## src/rtl/pipe_reg.sv

```systemverilog
// Elastic pipeline register: DEPTH stages of WIDTH bits with valid/ready on both sides,
// synchronous flush and bubble collapsing. Define PIPE_REG_OCC_EN to add the occ port.
module pipe_reg #(
  parameter int WIDTH = 16,
  parameter int DEPTH = 2,
  localparam int OCC_W = $clog2(DEPTH + 1)
) (
  input  logic             clk,
  input  logic             reset,
  input  logic             flush,
  input  logic             in_valid,
  output logic             in_ready,
  input  logic [WIDTH-1:0] in_data,
  output logic             out_valid,
  input  logic             out_ready,
  output logic [WIDTH-1:0] out_data
`ifdef PIPE_REG_OCC_EN
  ,
  output logic [OCC_W-1:0] occ
`endif
);

  generate
    if (DEPTH < 1) begin : g_bad_depth
      $error("pipe_reg: DEPTH must be at least 1");
    end
    if (WIDTH < 1) begin : g_bad_width
      $error("pipe_reg: WIDTH must be at least 1");
    end
  endgenerate

  // Handshake: a word moves across a boundary on a rising edge only when the sender's
  // valid and the receiver's ready are both 1 in that cycle; valid never waits on ready.
  logic [DEPTH-1:0] v_q, v_d;
  logic [WIDTH-1:0] d_q [DEPTH];
  logic [WIDTH-1:0] d_d [DEPTH];
  logic [DEPTH:0]   rdy;
  logic [DEPTH-1:0] src_v;
  logic [WIDTH-1:0] src_d [DEPTH];
  logic             in_fire;
  logic             out_fire;

  // Ready ripples from the output end: an empty stage always accepts.
  always_comb begin
    rdy[DEPTH] = out_ready;
    for (int i = DEPTH - 1; i >= 0; i--) begin
      rdy[i] = !v_q[i] | rdy[i+1];
    end
  end

  assign in_ready  = rdy[0] & !flush;
  assign in_fire   = in_valid & in_ready;
  assign out_fire  = v_q[DEPTH-1] & out_ready;
  assign out_valid = v_q[DEPTH-1];
  assign out_data  = d_q[DEPTH-1];

  always_comb begin
    src_v[0] = in_fire;
    src_d[0] = in_data;
    for (int i = 1; i < DEPTH; i++) begin
      src_v[i] = v_q[i-1];
      src_d[i] = d_q[i-1];
    end
  end

  always_comb begin
    v_d = v_q;
    for (int i = 0; i < DEPTH; i++) begin
      d_d[i] = d_q[i];
    end
    if (flush) begin
      // Flush drops every word but leaves the data registers untouched.
      v_d = '0;
    end else begin
      for (int i = 0; i < DEPTH; i++) begin
        if (rdy[i]) begin
          v_d[i] = src_v[i];
          if (src_v[i]) begin
            d_d[i] = src_d[i];
          end
        end
      end
    end
  end

  always_ff @(posedge clk) begin
    if (!reset) begin
      v_q <= '0;
      for (int i = 0; i < DEPTH; i++) begin
        d_q[i] <= '0;
      end
    end else begin
      v_q <= v_d;
      for (int i = 0; i < DEPTH; i++) begin
        d_q[i] <= d_d[i];
      end
    end
  end

`ifdef PIPE_REG_OCC_EN
  logic [OCC_W-1:0] occ_q, occ_d;

  always_comb begin
    occ_d = occ_q;
    if (flush) begin
      occ_d = '0;
    end else if (in_fire && !out_fire) begin
      occ_d = occ_q + OCC_W'(1);
    end else if (out_fire && !in_fire) begin
      occ_d = occ_q - OCC_W'(1);
    end
  end

  always_ff @(posedge clk) begin
    if (!reset) begin
      occ_q <= '0;
    end else begin
      occ_q <= occ_d;
    end
  end

  assign occ = occ_q;
`endif

endmodule
```

## config.mk

```make
export PLATFORM = sky130hd
export DESIGN_NAME = pipe_reg
export DESIGN_NICKNAME = d
export VERILOG_FILES = /design/src/rtl/pipe_reg.sv
export SDC_FILE = /design/constraint.sdc
export NUM_CORES = 1
export LEC_CHECK = 0
export ABC_CLOCK_PERIOD_IN_PS = 1290
export BUFFER_PORTS_ARGS = -buffer_cell sky130_fd_sc_hd__buf_2
export CAP_MARGIN = 20
export CORE_UTILIZATION = 51
export DETAILED_ROUTE_END_ITERATION = 16
export HOLD_SLACK_MARGIN = 0.15
export PLACE_DENSITY = 0.77
export SLEW_MARGIN = 30
export SYNTH_ARGS = -nofsm -noshare
export SYNTH_HDL_FRONTEND = slang
export SYNTH_SLANG_ARGS = --single-unit
```

## constraint.sdc

```tcl
create_clock -name clk -period 1.29 [get_ports clk]
set_input_delay 0.258 -clock clk [delete_from_list [all_inputs] [get_ports clk]]
set_output_delay 0.258 -clock clk [all_outputs]
set_load 0.005 [all_outputs]
```

# After elaboration in Yosys (flattened, before gate mapping)

Memory sizes are Yosys's and may differ from the RTL's.
Index checks and enable logic that the tools add are counted.
Widths: inputs -> output; s select.

Bits in registers: 2
Bits in latches: 0
Bits in writable memories: 32
Memory bits (read-only): 0
Output and inout bits: 18
Logic and storage cells: 23
Memories: 1

Memory list:

| name | words | bits a word | read ports | clocked after memory_dff | write ports | line | text |
|---|---|---|---|---|---|---|---|
| d_q  | 2     | 16          | 2          | 0                        | 2           | 35   | `logic [WIDTH-1:0] d_q [DEPTH];` |

Add/subtract/negate cells: 0
Multiply operators: 0
Div/mod/pow operators: 0
Order comparisons: 0
Eq/ne operators: 0
Shift operators: 0
Muxes and demuxes: 9
Bitwise operators: 7
Reductions and logical operators: 4

Operators with widths:

| operator        | count |
|---|---|
| $mux 16         | 6 |
| $mux 32         | 1 |
| $or 1x1->1      | 4 |
| $logic_not 1->1 | 3 |
| $and 1x1->1     | 2 |
| $mux 1          | 2 |
| $reduce_or 2->1 | 1 |
| $not 1->1       | 1 |

# Depth between registers and ports, before layout

Gate-level depths: netlist of run 1.

Depth after elaboration: 9
Gate-level depth with buffers: 5
Gate-level depth less buffers: 3

# Worst setup path after synthesis of run 1

No wires, ideal clock.

Path kind: register to output
Start point: register v_q[1]
End point: output in_ready
Data arrival time: 0.960 ns
Data required time: 1.032 ns
Slack: 0.072 ns
Cell stages (with the launch flop): 5
Path buffers: 2
Path through: dfxtp_1 and2b_4 buf_4 buf_2 a21oi_1

Cells in the longest elaborated chain, start to end: 4

RTL lines:

| element                  | line | text |
|---|---|---|
| start, declared          | 34   | `logic [DEPTH-1:0] v_q, v_d;` |
| start signal, assigned   | 93   | `v_q <= v_d;` |
| $logic_not 1->1          | 47   | `rdy[i] = !v_q[i] \| rdy[i+1];` |
| $or 1x1->1 (2 in series) | 47   |  |
| $and 1x1->1              | 51   | `assign in_ready = rdy[0] & !flush;` |
| end, declared            | 12   | `output logic in_ready,` |

No other way between the ends.

# Worst setup path after layout of run 1

Ends and elaborated chain as after synthesis.

==> summary.md, run 1 <==
| Metric | Value |
|---|---|
| RSZ-0062 raised after global routing | `true` |
| VDD IR-drop max | `0.8066 mV` |
| PD cells | `1080 nW/um^2` |
| Met2 usage | `0.3429` |
| Drt wl/cell | `13.55 um` |
| Worst Hold Launch | `in_data[10]` |
| Num Clock Sinks | `34` |
| Rows | `19` |
| Area growth syn-to-layout | `14.40%` |
| Final slew viol count | `0` |
| DRC | `0` |
| Placer Congestion | `between 0.7 and 0.8` |
| Die Height | `56.60 um` |
| WP data arrival | `1030 ps` |
| Final setup fails | `0` |
| Max cap viols | `0` |
| Fmax | `0.7779 GHz` |
| RR Startpoint | `v_q[1]` |
| CP max-delay cell | `dfxtp_2` |
| Cell depth of the worst setup path | `3` |
| Crit path kind | `flop to output pin` |
| Period utilization | `0.9965` |
| Placed Cells incl. Taps | `around 220` |
| DRT iter0 DRCs | `32` |
| Ant. Diodes | `0` |
| Endpoint type of the worst setup path | `output pin` |
| Leak | `0.7457 nW` |
| Bufs and invs on worst path | `1` |
| Met3 usage | `0.05300` |
| Grt met1 use | `0.2653` |
| Pin count of the biggest net entering global routing | `50` |
| WL final | `around 3100 um` |
| Core area | `2781 um^2` |
| Via count | `~1.2k` |
| Slowest cell delay on critical path | `330 ps` |
| Remaining antenna violation count | `0` |
| Placed Instance Area | `between 1500 and 2000 um^2` |
| Fin cells | `229` |
| Grt peak-use layer | `met2` |
| Post-DP HPWL | `2011 um` |
| Total grt overflow | `0` |
| Critical path, cell by cell | `and2b_4 > a21oi_2 > buf_2` |
| Vias in the first global route | `1124` |
| Crit path required time | `1030 ps` |
| Vias per std cell | `5.249` |
| Die area | `3203 um^2` |
| Kind of start point of the critical path | `flop` |
| Sum Neg Setup Slack | `0 ps` |
| Pwr Total | `about 1.9 mW` |
| Worst Tran Pin Value | `289.5 ps` |
| Initial Utilization | `0.5466` |
| Global-route wire length before repair | `5140 um` |
| Tmin final | `between 1000 and 1500 ps` |
| RR Endpoint | `d_q[0][6]` |
| Post-place setup slack | `20.59 ps` |
| Port Buffers | `38` |
| Worst-path clk slew | `100 ps` |
| Total Routing Usage GR | `0.2104` |
| Gate Count Post-Synth | `171` |
| R2R Setup Slk | `20 ps` |
| Clk_lat worst skew | `approximately 330 ps` |
| Layout Utilization | `0.6253` |
| Top delay family on crit path | `flip-flops` |
| Post-Syn Nets | `between 150 and 200` |
| Fin nets | `218` |
| Min-delay worst type | `input port to flop` |
| Synthesis warning total | `0` |
| Initial antenna violation count | `0` |
| CTS tree | `built` |
| Synthesized area | `1520 um^2` |
| Ports | `39` |
| Slew HR | `0.8070` |
| Die W | `56.60 um` |
| Sequential fraction of the synthesis area | `0.4477` |
| Synthesized flop and latch total | `34` |
| Clock Path Buffers | `2` |
| Final Hold Viols | `0` |
| Register-to-Register Path Depth | `5` |
| Worst Setup SP | `v_q[1]` |
| Setup WS post-layout | `4.562 ps` |
| Syn Area/Cell | `8.890 um^2` |
| H-tree levels | `2` |
| Layout cells sized above 1 | `0.3081` |
| Setup Skew | `7.669 ps` |
| Crit path capture | `in_ready` |
| Synth cell types | `18` |
| DR pass1 iterations | `4` |
| Final instance area | `roughly 1700 um^2` |
| TritonCTS buffer count | `5` |
| Hold WS | `between 150 and 200 ps` |
| CTS root buf | `clkbuf_4` |
| CP max FO | `2` |
| Cts hold-fix bufs | `0` |
| Status | `finished, final reports clean` |
[cell usage after synthesis]
cell type | instances | area (um^2)
nor2_1 | 3 | 11.26
o21ai_1 | 10 | 50.05
o21ai_0 | 6 | 30.03
a21boi_1 | 16 | 120.1
clkbuf_1 | 5 | 18.77
nand3_1 | 16 | 80.08
buf_6 | 1 | 11.26
mux2i_1 | 16 | 160.2
a21oi_1 | 2 | 10.01
nand2_1 | 32 | 120.1
nor2b_1 | 1 | 6.260
and2b_4 | 1 | 10.01
a21oi_4 | 1 | 16.27
buf_4 | 18 | 135.1
buf_8 | 1 | 15.01
buf_2 | 4 | 20.02
dfxtp_1 | 34 | 680.7
nand2b_1 | 4 | 25.02
[routing by layer]
| metal | vias up | share of wire | wire length (um) |
|---|---|---|---|
| met3 | 5 | 0.060 | 187 |
| li1 | 612 | - | - |
| met4 | 0 | 0.010 | 31 |
| met5 | - | 0 | 0 |
| met2 | 36 | 0.50 | 1559 |
| met1 | 549 | 0.43 | 1325 |
[what timing repair did]
item / in CTS / in global routing
gates resized for setup: 3 / 2
setup buffers: 2 / 2
endpoints found under the hold margin: 0 / 0
endpoints found under the setup margin: 1 / 17
pin swaps: 1 / 1
cloned: 0 / 1
[how the worst min path moves through the flow]
stage / end / slack, ps / depth (start not counted)
after global placement: d_q[0][0] / 450 / 2
after global routing: d_q[0][7] / 150 / 3
after detailed placement: d_q[0][1] / 460 / 2
after CTS: d_q[0][10] / 150 / 3
final: d_q[0][10] / 160 / 3
after floorplan: v_q[0] / 380 / 2
[layout by cell type (no fill, tap or decap), types with 2 or more instances in the layout]
| master | count |
|---|---|
| mux2i_1 | 16 |
| buf_2 | 38 |
| o21ai_0 | 6 |
| nor2_1 | 3 |
| clkbuf_4 | 5 |
| a21boi_1 | 16 |
| buf_4 | 6 |
| nand2b_1 | 3 |
| dfxtp_2 | 2 |
| nand3_1 | 16 |
| buf_12 | 2 |
| nand2_1 | 32 |
| o21ai_1 | 10 |
| dfxtp_1 | 32 |
[cell type report]
class	instances	area (um^2)
Clock buffer	7	55.05
Timing Repair Buffer	48	311.5
Clock inverter	1	5.005
Multi-Input combinational cell	108	645.6
Sequential cell	34	683.2
Tap cell	31	38.79
Fill cell	242	1042
[cell families (layout without fill, tap and decap cells)]
family / count (synthesis) / in the layout / share of synthesized area
AND/OR/NAND/NOR: 57 / 57 / 0.1663
AO/OA/AOI/OAI: 35 / 35 / 0.1490
flip-flops: 34 / 34 / 0.4477
buffers and inverters: 29 / 56 / 0.1317
multiplexers: 16 / 16 / 0.1053
[report_power, final]
group / total [mW] / switching (mW) / internal [mW]
Clock: 0.605 / 0.341 / 0.264
Combinational: 0.175 / 0.0840 / 0.0905
Sequential: 1.10 / 0.0190 / 1.08
[worst reg2reg max path, cell delays in order (launching register included)]
cell       delay (ps)
dfxtp_2           330
and2b_4           160
buf_6             130
a21oi_4           200
clkbuf_16         210
mux2i_1           190
[registers in the layout (all words and copies together), names as in the netlist]
register,cells
v_q,2
d_q,32
No activity file was read; power rests on OpenSTA's default activity.
==> inputs of run 2 (changes only) <==
RECOVER_POWER = 100   (was not set)
==> summary.md, run 2 (synthesized netlist as in run 1, its figures left out) <==
| Metric | Value |
|---|---|
| Initial antenna violation count | `0` |
| VDD IR-drop max | `0.8005 mV` |
| Total Routing Usage GR | `0.2104` |
| WL final | `3079 um` |
| Via count | `1226` |
| Endpoint type of the worst setup path | `output pin` |
| Vias per std cell | `5.354` |
| Placed Instance Area | `roughly 1600 um^2` |
| Area growth syn-to-layout | `12.59%` |
| Max reg flops | `32` |
| Port Buffers | `38` |
| Leak | `0.7072 nW` |
| Drt wl/cell | `13.45 um` |
| Pwr Total | `1.869 mW` |
| Setup Skew | `slightly above 6 ps` |
| Fin cells | `229` |
| Period utilization | `0.9990` |
| Fin nets | `218` |
| Die Height | `56.60 um` |
| Die W | `56.60 um` |
| Biggest regs | `d_q x32, v_q x2` |
| Max cap viols | `0` |
| Hold WS | `158.9 ps` |
| Fmax | `0.7760 GHz` |
| CP max FO | `2` |
| Num Clock Sinks | `34` |
| Worst-path clk slew | `100 ps` |
| Min-delay worst type | `input port to flop` |
| Die area | `~3200 um^2` |
| Final slew viol count | `0` |
| Critical path, cell by cell | `and2b_4 > a21oi_2 > buf_2` |
| Final setup fails | `0` |
| Slew HR | `0.8131` |
| CTS tree | `built` |
| Total grt overflow | `0` |
| Int Pwr | `1.429 mW` |
| Core area | `2781 um^2` |
| Pin count of the biggest net entering global routing | `50` |
| DR pass1 iterations | `4` |
| Layout cells sized above 1 | `0.2778` |
| Kind of start point of the critical path | `flop` |
| Ports | `39` |
| Worst Tran Pin Value | `280.3 ps` |
| Fill cell total of the finished layout | `250` |
| Global-route wire length before repair | `5140 um` |
| Clk network pwr share | `0.323` |
| Flop pwr share | `0.588` |
| H-tree levels | `2` |
| Final instance area | `1712 um^2` |
| Biggest register | `d_q` |
| RSZ-0062 raised after global routing | `true` |
| CP max-delay cell | `dfxtp_2` |
| Status | `finished, final reports clean` |
| Rows | `19` |
| Slowest cell delay on critical path | `330 ps` |
| Placed Cells incl. Taps | `approximately 220` |
| PD cells | `between 1000 and 1500 nW/um^2` |
| Clk_lat worst skew | `330 ps` |
| CTS root buf | `clkbuf_4` |
| Net Sw Power | `roughly 440 uW` |
| Ant. Diodes | `0` |
| Vias in the first global route | `1124` |
| Remaining antenna violation count | `0` |
| DRC | `0` |
| Net Sw Frac | `0.2357` |
| Combinational fraction of design power | `0.089` |
| Placer Congestion | `0.7276` |
| Crit path required time | `1030 ps` |
| R2R Setup Slk | `1 ps` |
| Initial Utilization | `0.5466` |
| Clock Path Buffers | `2` |
| Crit path kind | `flop to output pin` |
| Post-DP HPWL | `2011 um` |
| Final Hold Viols | `0` |
| Tmin final | `1289 ps` |
| Commonest cells after routing, fill and taps aside | `32 x nand2_1, 32 x dfxtp_1, 32 x buf_2` |
| TritonCTS buffer count | `5` |
| WP data arrival | `1030 ps` |
| DRT iter0 DRCs | `27` |
==> run 2: layout make-up <==
class	count	area, um^2	area share
flip-flops and latches	34	683.2	0.3991
multi-input cells	108	645.6	0.3772
repair buffers	48	284.0	0.1659
clock buffers	7	55.05	0.03216
well taps	31	38.79	0.02266
clock inverters	1	5.005	0.002924
==> run 2: path summary, 6_finish.rpt <==
| path | cells past startpoint | startpoint | endpoint |
|---|---|---|---|
| setup / recovery | 3 | v_q[1] | in_ready |
| hold / removal | 3 | in_data[10] | d_q[0][10] |
| setup reg to reg | 5 | v_q[1] | d_q[0][6] |
| hold reg to reg | 2 | d_q[0][5] | d_q[0][5] |
==> run 2: power by group through the flow <==
stage | Combinational [mW] | Sequential, mW | Clock, mW
after floorplan | 0.108 | 1.12 | 0
after global placement | 0.154 | 1.12 | 0
after detailed placement | 0.159 | 1.12 | 0
after CTS | 0.164 | 1.10 | 0.611
after global routing | 0.185 | 1.10 | 0.668
final | 0.167 | 1.10 | 0.603
==> run 2: critical path: cells and delay by family, from the launching register on <==
family	cells	cell delay [ps]
buf+inv	1	110
compound gates	1	100
flops	1	330
simple gates	1	160
==> run 2: metal layers <==
| layer | vias up | GRT usage | wire (um) |
|---|---|---|---|
| li1 | 615 | - | - |
| met1 | 564 | 0.2653 | 1335 |
| met2 | 40 | 0.3429 | 1538 |
| met3 | 7 | 0.05300 | 153 |
| met4 | 0 | 0.08362 | 51 |
| met5 | - | 0 | 0 |
==> run 2: repair_timing <==
item | in CTS | in global routing
setup buffers | 2 | 2
hold buffers | 0 | 0
resized for setup | 3 | 2
pin swaps | 1 | 1
setup endpoints to repair | 1 | 17
cloned | 0 | 1
==> run 2: stage by stage <==
stage	setup WS, ps	utilization	TNS (ps)
2_1_floorplan	72.31	-	0
3_3_place_gp	91.98	0.5794	0
3_5_place_dp	20.59	0.5794	0
4_1_cts	-2.102	0.6091	-2.102
5_1_grt	-41.67	0.6154	-203.6
6_report	1.316	0.6154	0
